<file path="config.mk">
export PLATFORM = sky130hd
export DESIGN_NAME = vin_pwm_input_filter
export DESIGN_NICKNAME = d
export VERILOG_FILES = /design/src/rtl/vin_pwm_pkg.sv /design/src/rtl/vin_pwm_sync_chain.sv /design/src/rtl/vin_pwm_input_filter.sv
export SDC_FILE = /design/constraint.sdc
export NUM_CORES = 1
export LEC_CHECK = 0
export CAP_MARGIN = 20
export CORE_ASPECT_RATIO = 1.25
export CORE_MARGIN = 4
export CORE_UTILIZATION = 55
export CTS_CLUSTER_SIZE = 12
export DETAILED_ROUTE_END_ITERATION = 6
export PLACE_DENSITY_LB_ADDON = 0.08
export SYNTH_ARGS = -nofsm -noshare
export SYNTH_HDL_FRONTEND = slang
export SYNTH_SLANG_ARGS = --single-unit
</file>
<file path="constraint.sdc">
create_clock -name clk -period 7.6 [get_ports clk]
set_clock_uncertainty 0.2 [all_clocks]
set_input_delay 2.28 -clock clk [delete_from_list [all_inputs] [get_ports clk]]
set_output_delay 2.28 -clock clk [all_outputs]
set_load 0.05 [all_outputs]
</file>
<file path="src/rtl/vin_pwm_pkg.sv">
// Shared constants and helpers for the vin PWM plugin input-conditioning logic.
package vin_pwm_pkg;

  localparam int unsigned IDLE_CNT_W   = 32;
  localparam int unsigned GLITCH_CNT_W = 16;

  // Number of bits needed to hold values 0..value-1 (0 for value <= 1).
  function automatic int unsigned clog2(input longint unsigned value);
    longint unsigned v;
    int unsigned     r;
    v = (value > 64'd1) ? (value - 64'd1) : 64'd0;
    r = 32'd0;
    for (int i = 0; i < 64; i++) begin
      if (v != 64'd0) begin
        r = r + 32'd1;
        v = v >> 1;
      end else begin
        r = r;
      end
    end
    return r;
  endfunction

endpackage

</file>
<file path="src/rtl/vin_pwm_sync_chain.sv">
// Multi-flop synchroniser bringing an asynchronous pin into the clk domain.
module vin_pwm_sync_chain #(
  parameter int unsigned SYNC_STAGES = 2
) (
  input  logic clk,
  input  logic rst_n,
  input  logic d,
  output logic q
);

  logic [SYNC_STAGES-1:0] chain_r;

  // Shift the raw pin through the synchroniser flops
  always_ff @(posedge clk or negedge rst_n) begin
    if (!rst_n) begin
      chain_r <= '0;
    end else begin
      chain_r <= {chain_r[SYNC_STAGES-2:0], d};
    end
  end

  assign q = chain_r[SYNC_STAGES-1];

endmodule

</file>
<file path="src/rtl/vin_pwm_input_filter.sv">
// Synchronise, deglitch and edge-detect the raw PWM pin; flag a static input.
// Optional glitch counter output enabled by VIN_PWM_FILTER_GLITCH_COUNT_EN.
module vin_pwm_input_filter
  import vin_pwm_pkg::*;
#(
  parameter int unsigned SYNC_STAGES    = 2,
  parameter int unsigned FILTER_CYCLES  = 4,
  parameter int unsigned TIMEOUT_CYCLES = 1000000
) (
  input  logic clk,
  input  logic rst_n,
  input  logic SIGNAL,
  output logic sig_out,
  output logic rise,
  output logic fall,
  output logic stalled
`ifdef VIN_PWM_FILTER_GLITCH_COUNT_EN
  ,
  output logic [GLITCH_CNT_W-1:0] glitch_cnt
`endif
);

  localparam int unsigned FCNT_W = clog2(64'(FILTER_CYCLES) + 64'd1);
  localparam logic [FCNT_W-1:0]     FILTER_MAX  = FCNT_W'(FILTER_CYCLES);
  localparam logic [IDLE_CNT_W-1:0] TIMEOUT_MAX = IDLE_CNT_W'(TIMEOUT_CYCLES);

  logic                  s_s;
  logic [FCNT_W-1:0]     fcnt_r, fcnt_nxt_s, fcnt_inc_s;
  logic [IDLE_CNT_W-1:0] icnt_r, icnt_nxt_s;
  logic                  sig_out_r, sig_nxt_s;
  logic                  rise_r, rise_nxt_s;
  logic                  fall_r, fall_nxt_s;
  logic                  stalled_r, stalled_nxt_s;
  logic                  accept_s;

  vin_pwm_sync_chain #(
    .SYNC_STAGES(SYNC_STAGES)
  ) u_sync (
    .clk  (clk),
    .rst_n(rst_n),
    .d    (SIGNAL),
    .q    (s_s)
  );

  // Persistence filter, edge strobes and saturating idle timer
  always_comb begin
    fcnt_inc_s    = fcnt_r + {{(FCNT_W-1){1'b0}}, 1'b1};
    fcnt_nxt_s    = fcnt_r;
    sig_nxt_s     = sig_out_r;
    accept_s      = 1'b0;
    icnt_nxt_s    = icnt_r;

    if (s_s == sig_out_r) begin
      fcnt_nxt_s = '0;
    end else if (fcnt_inc_s == FILTER_MAX) begin
      accept_s   = 1'b1;
      sig_nxt_s  = s_s;
      fcnt_nxt_s = '0;
    end else begin
      fcnt_nxt_s = fcnt_inc_s;
    end

    // An accepted edge beats saturation, so stalled never rises on an edge cycle
    if (accept_s) begin
      icnt_nxt_s = '0;
    end else if (icnt_r == TIMEOUT_MAX) begin
      icnt_nxt_s = icnt_r;
    end else begin
      icnt_nxt_s = icnt_r + 32'd1;
    end

    rise_nxt_s    = accept_s & s_s;
    fall_nxt_s    = accept_s & ~s_s;
    stalled_nxt_s = (icnt_nxt_s == TIMEOUT_MAX);
  end

  // State and registered outputs
  always_ff @(posedge clk or negedge rst_n) begin
    if (!rst_n) begin
      fcnt_r    <= '0;
      icnt_r    <= '0;
      sig_out_r <= 1'b0;
      rise_r    <= 1'b0;
      fall_r    <= 1'b0;
      stalled_r <= 1'b0;
    end else begin
      fcnt_r    <= fcnt_nxt_s;
      icnt_r    <= icnt_nxt_s;
      sig_out_r <= sig_nxt_s;
      rise_r    <= rise_nxt_s;
      fall_r    <= fall_nxt_s;
      stalled_r <= stalled_nxt_s;
    end
  end

  assign sig_out = sig_out_r;
  assign rise    = rise_r;
  assign fall    = fall_r;
  assign stalled = stalled_r;

`ifdef VIN_PWM_FILTER_GLITCH_COUNT_EN
  logic [GLITCH_CNT_W-1:0] glitch_r, glitch_nxt_s;

  // A filter count abandoned because s fell back to sig_out is one glitch
  always_comb begin
    glitch_nxt_s = glitch_r;
    if ((fcnt_r != '0) && (s_s == sig_out_r) && (glitch_r != {GLITCH_CNT_W{1'b1}})) begin
      glitch_nxt_s = glitch_r + 16'd1;
    end else begin
      glitch_nxt_s = glitch_r;
    end
  end

  // Glitch counter register
  always_ff @(posedge clk or negedge rst_n) begin
    if (!rst_n) begin
      glitch_r <= '0;
    end else begin
      glitch_r <= glitch_nxt_s;
    end
  end

  assign glitch_cnt = glitch_r;
`endif

endmodule

</file>
==> out/results.ini <==
[setup_path]
worstSetupPathDepth = 1
rr_startpoint = icnt_r[1]
path_cells = clkdlybuf4s50_1
cp.required_ns = 5.12
cp.arrival_ns = 1.54
worstSetupPathType = reg2out
slowest_delay_ns = 0.83
endpoint_kind = output pin
start_kind = flip-flop
path_buf_inv = 1
r2r_cells = 8
crit_family = buffers and inverters
critPathLaunch = sig_out
crit_slowest_cell = clkdlybuf4s50_1
critical_path.max_fanout = 5

[cts]
clockBufferDepth = 2
htree_levels = 2
path_clk_slew_ns = 0.08
postCtsHoldBufs = 0
cts_tree = yes
post_cts_resized = 0
clockRootBuffer = clkbuf_8
cts-buffers-inserted = 5
postCtsSetupRepairBufs = 0
numClockSinks = 41
clock_insertion_delay_worst_skew_ns = 0.30

[pwr]
power_mw = 0.663
vdd_drop_max_v = 0.000191
power_density_mw_per_mm2 = 260
p_leak_nw = 1.15

[logic_synthesis]
async_flop_share_pct = 100
syn_nets = 241
yosysWarnings = 0
synth_edf_count = 0
synth_cell_types = 48
ys.flop_type = dfrtp_1
avgSynthCellArea_um2 = 10.0
ys_seq_area_share_pct = 43.7
synth_cells = 234
ys_ff_latch = 41
netlist_area_mm2 = 0.00235

[run_status]
status = finished, final reports clean

[sta]
max_slew_margin_pct = 40.6
worst_pin_slew_ns = 0.891
tns_ns = 0
rsz0062_at_grt = no
timing.fmax_mhz = 249
min_period_over_period_pct = 52.9
setup-violations-final = 0
slew_violations = 0
hold_slack_ns = 0.165
period_needed_ns = 4.02
hold_viol = 0

[worst_hold_path]
hold_path_class = reg2reg
hold_depth = 0
hold_start = u_sync.chain_r[0]

[floorplan]
initial_core_util_pct = 57.3
io-pin-count = 7
die_w_um = 66.5
core_mm2 = 0.00410
dieArea_mm2 = 0.00539
fp.dieH_um = 81.1
rows = 26

[drt]
vias_per_cell = 5.79
dr.first_iter.drc_count = 111
drc = 0
vias = 1715
wl_per_cell_um = 15.8
first_pass_iters = 4
drt-total-wl_mm = 4.68
postRouteAntennaNets = 0

[layout]
fill_cells = 377
final_cell_mix = dfrtp_1 (41), nor2_1 (33), xor2_1 (17), xnor2_1 (16), nand4_1 (13)
drive_gt1_share_pct = 14.2
final_common_cell = dfrtp_1
areaGrowthSynthToFinish_pct = 8.41
fin_nets = 246
antennaDiodeCount = 0

[global_route]
grt_max_degree = 42
grt_pass1_vias = 1736
met1_usage_pct = 25.0
grt_util_met2_pct = 34.2
grt-ovfl-total = 0
grt_busiest_layer = met2
grt_pass1_wl_mm = 8.22
use_met3_pct = 4.01
grt_usage_pct = 20.0
grt_antenna_before_repair = 0

[placed_design]
hpwl_mm = 3.32
io_buffers = 6
gp_congestion = 0.862

[flow_run]
timing.max_cap.violations = 0

-- cells by family (layout without fill, tap and decap cells) --
group	Yosys count	in the layout	share of synthesized area [%]
buffers and inverters	13	19	3.83
XOR/XNOR	33	33	12.3
multiplexers	3	3	1.33
flip-flops	41	41	43.7
adder cells (fa/ha/maj)	4	4	2.13
AO/OA/AOI/OAI	14	14	4.15
AND/OR/NAND/NOR	126	126	32.6
-- cell type report --
| class | instances | area (µm²) | share of cell area, % |
|---|---|---|---|
| clock buffer | 5 | 68.8 | 2.70 |
| multi-input combinational | 180 | 1240 | 48.5 |
| inverter | 4 | 15.0 | 0.589 |
| sequential | 41 | 1030 | 40.3 |
| timing repair buffer | 7 | 62.6 | 2.46 |
| clock inverter | 3 | 68.8 | 2.70 |
| tap | 56 | 70.1 | 2.75 |
-- flip-flops by register name, summed over array words and instances, names as in the netlist --
name / flops
icnt_r: 32
fcnt_r: 3
u_sync.chain_r: 2
fall: 1
rise: 1
sig_out: 1
stalled: 1
-- metal layers --
metal  up-vias  wire length [µm]
li1        841                 -
met1       834              2030
met2        33              2420
met3         7               156
met4         0                73
met5         -                 0
-- stage by stage --
| stage | instances | cell area [µm²] | utilization, % | worst slack [ns] |
|---|---|---|---|---|
| 4_1_cts | 296 | 2550 | 62.1 | 3.56 |
| 2_1_floorplan | 234 | 2350 | - | 4.47 |
| 3_3_place_gp | 288 | 2410 | 58.8 | 3.92 |
| 5_1_grt | 296 | 2550 | 62.1 | 3.50 |
| 3_5_place_dp | 288 | 2410 | 58.8 | 3.90 |
| 6_report | 296 | 2550 | 62.1 | 3.58 |
-- worst register-to-register path, delay by kind of cell (launching register included) --
family / cells / cell delay (ns)
adder cells (fa/ha/maj): 1 / 0.28
flip-flops: 1 / 0.46
AND/OR/NAND/NOR: 7 / 1.74
-- final timing paths --
check                               endpoint  slack [ns]
min in group asynchronous          fcnt_r[0]        1.90
max in group asynchronous         icnt_r[12]        4.74
min reg2reg                u_sync.chain_r[1]        0.17
min                        u_sync.chain_r[1]        0.17
max                                  sig_out        3.58
max reg2reg                          stalled        4.83
-- synthesized netlist by cell type, types with 2 or more instances --
master    count  area, µm²
nand2_1      10       37.5
or2_2         3       18.8
and4_4        3       33.8
and2_1        2       12.5
nand4_1      13       81.3
and3_1        5       31.3
and4_1        2       17.5
mux2i_1       2       20.0
ha_1          4       50.1
buf_6         2       22.5
dfrtp_1      41       1030
o21ai_0       3       15.0
nor4b_1       2       17.5
and4_2        3       30.0
nor3b_1       4       30.0
clkbuf_1      2       7.51
xor2_1       17        149
nand3_1      11       55.1
o21a_1        3       22.5
inv_1         4       15.0
nor2_1       34        128
xnor2_1      16        140
nor3_1        8       40.0
clkbuf_8      2       27.5
nor4_1        6       37.5
a31oi_1       2       12.5
and3_2        8       60.1
nand2b_1      2       12.5
-- power breakdown --
| group | switching [mW] | internal, mW | leakage (nW) |
|---|---|---|---|
| sequential | 0.0486 | 0.247 | 0.549 |
| clock | 0.0791 | 0.132 | 0.0687 |
| combinational | 0.0903 | 0.0650 | 0.528 |
| total | 0.218 | 0.445 | 1.15 |
No activity file was read; power rests on OpenSTA's default activity.
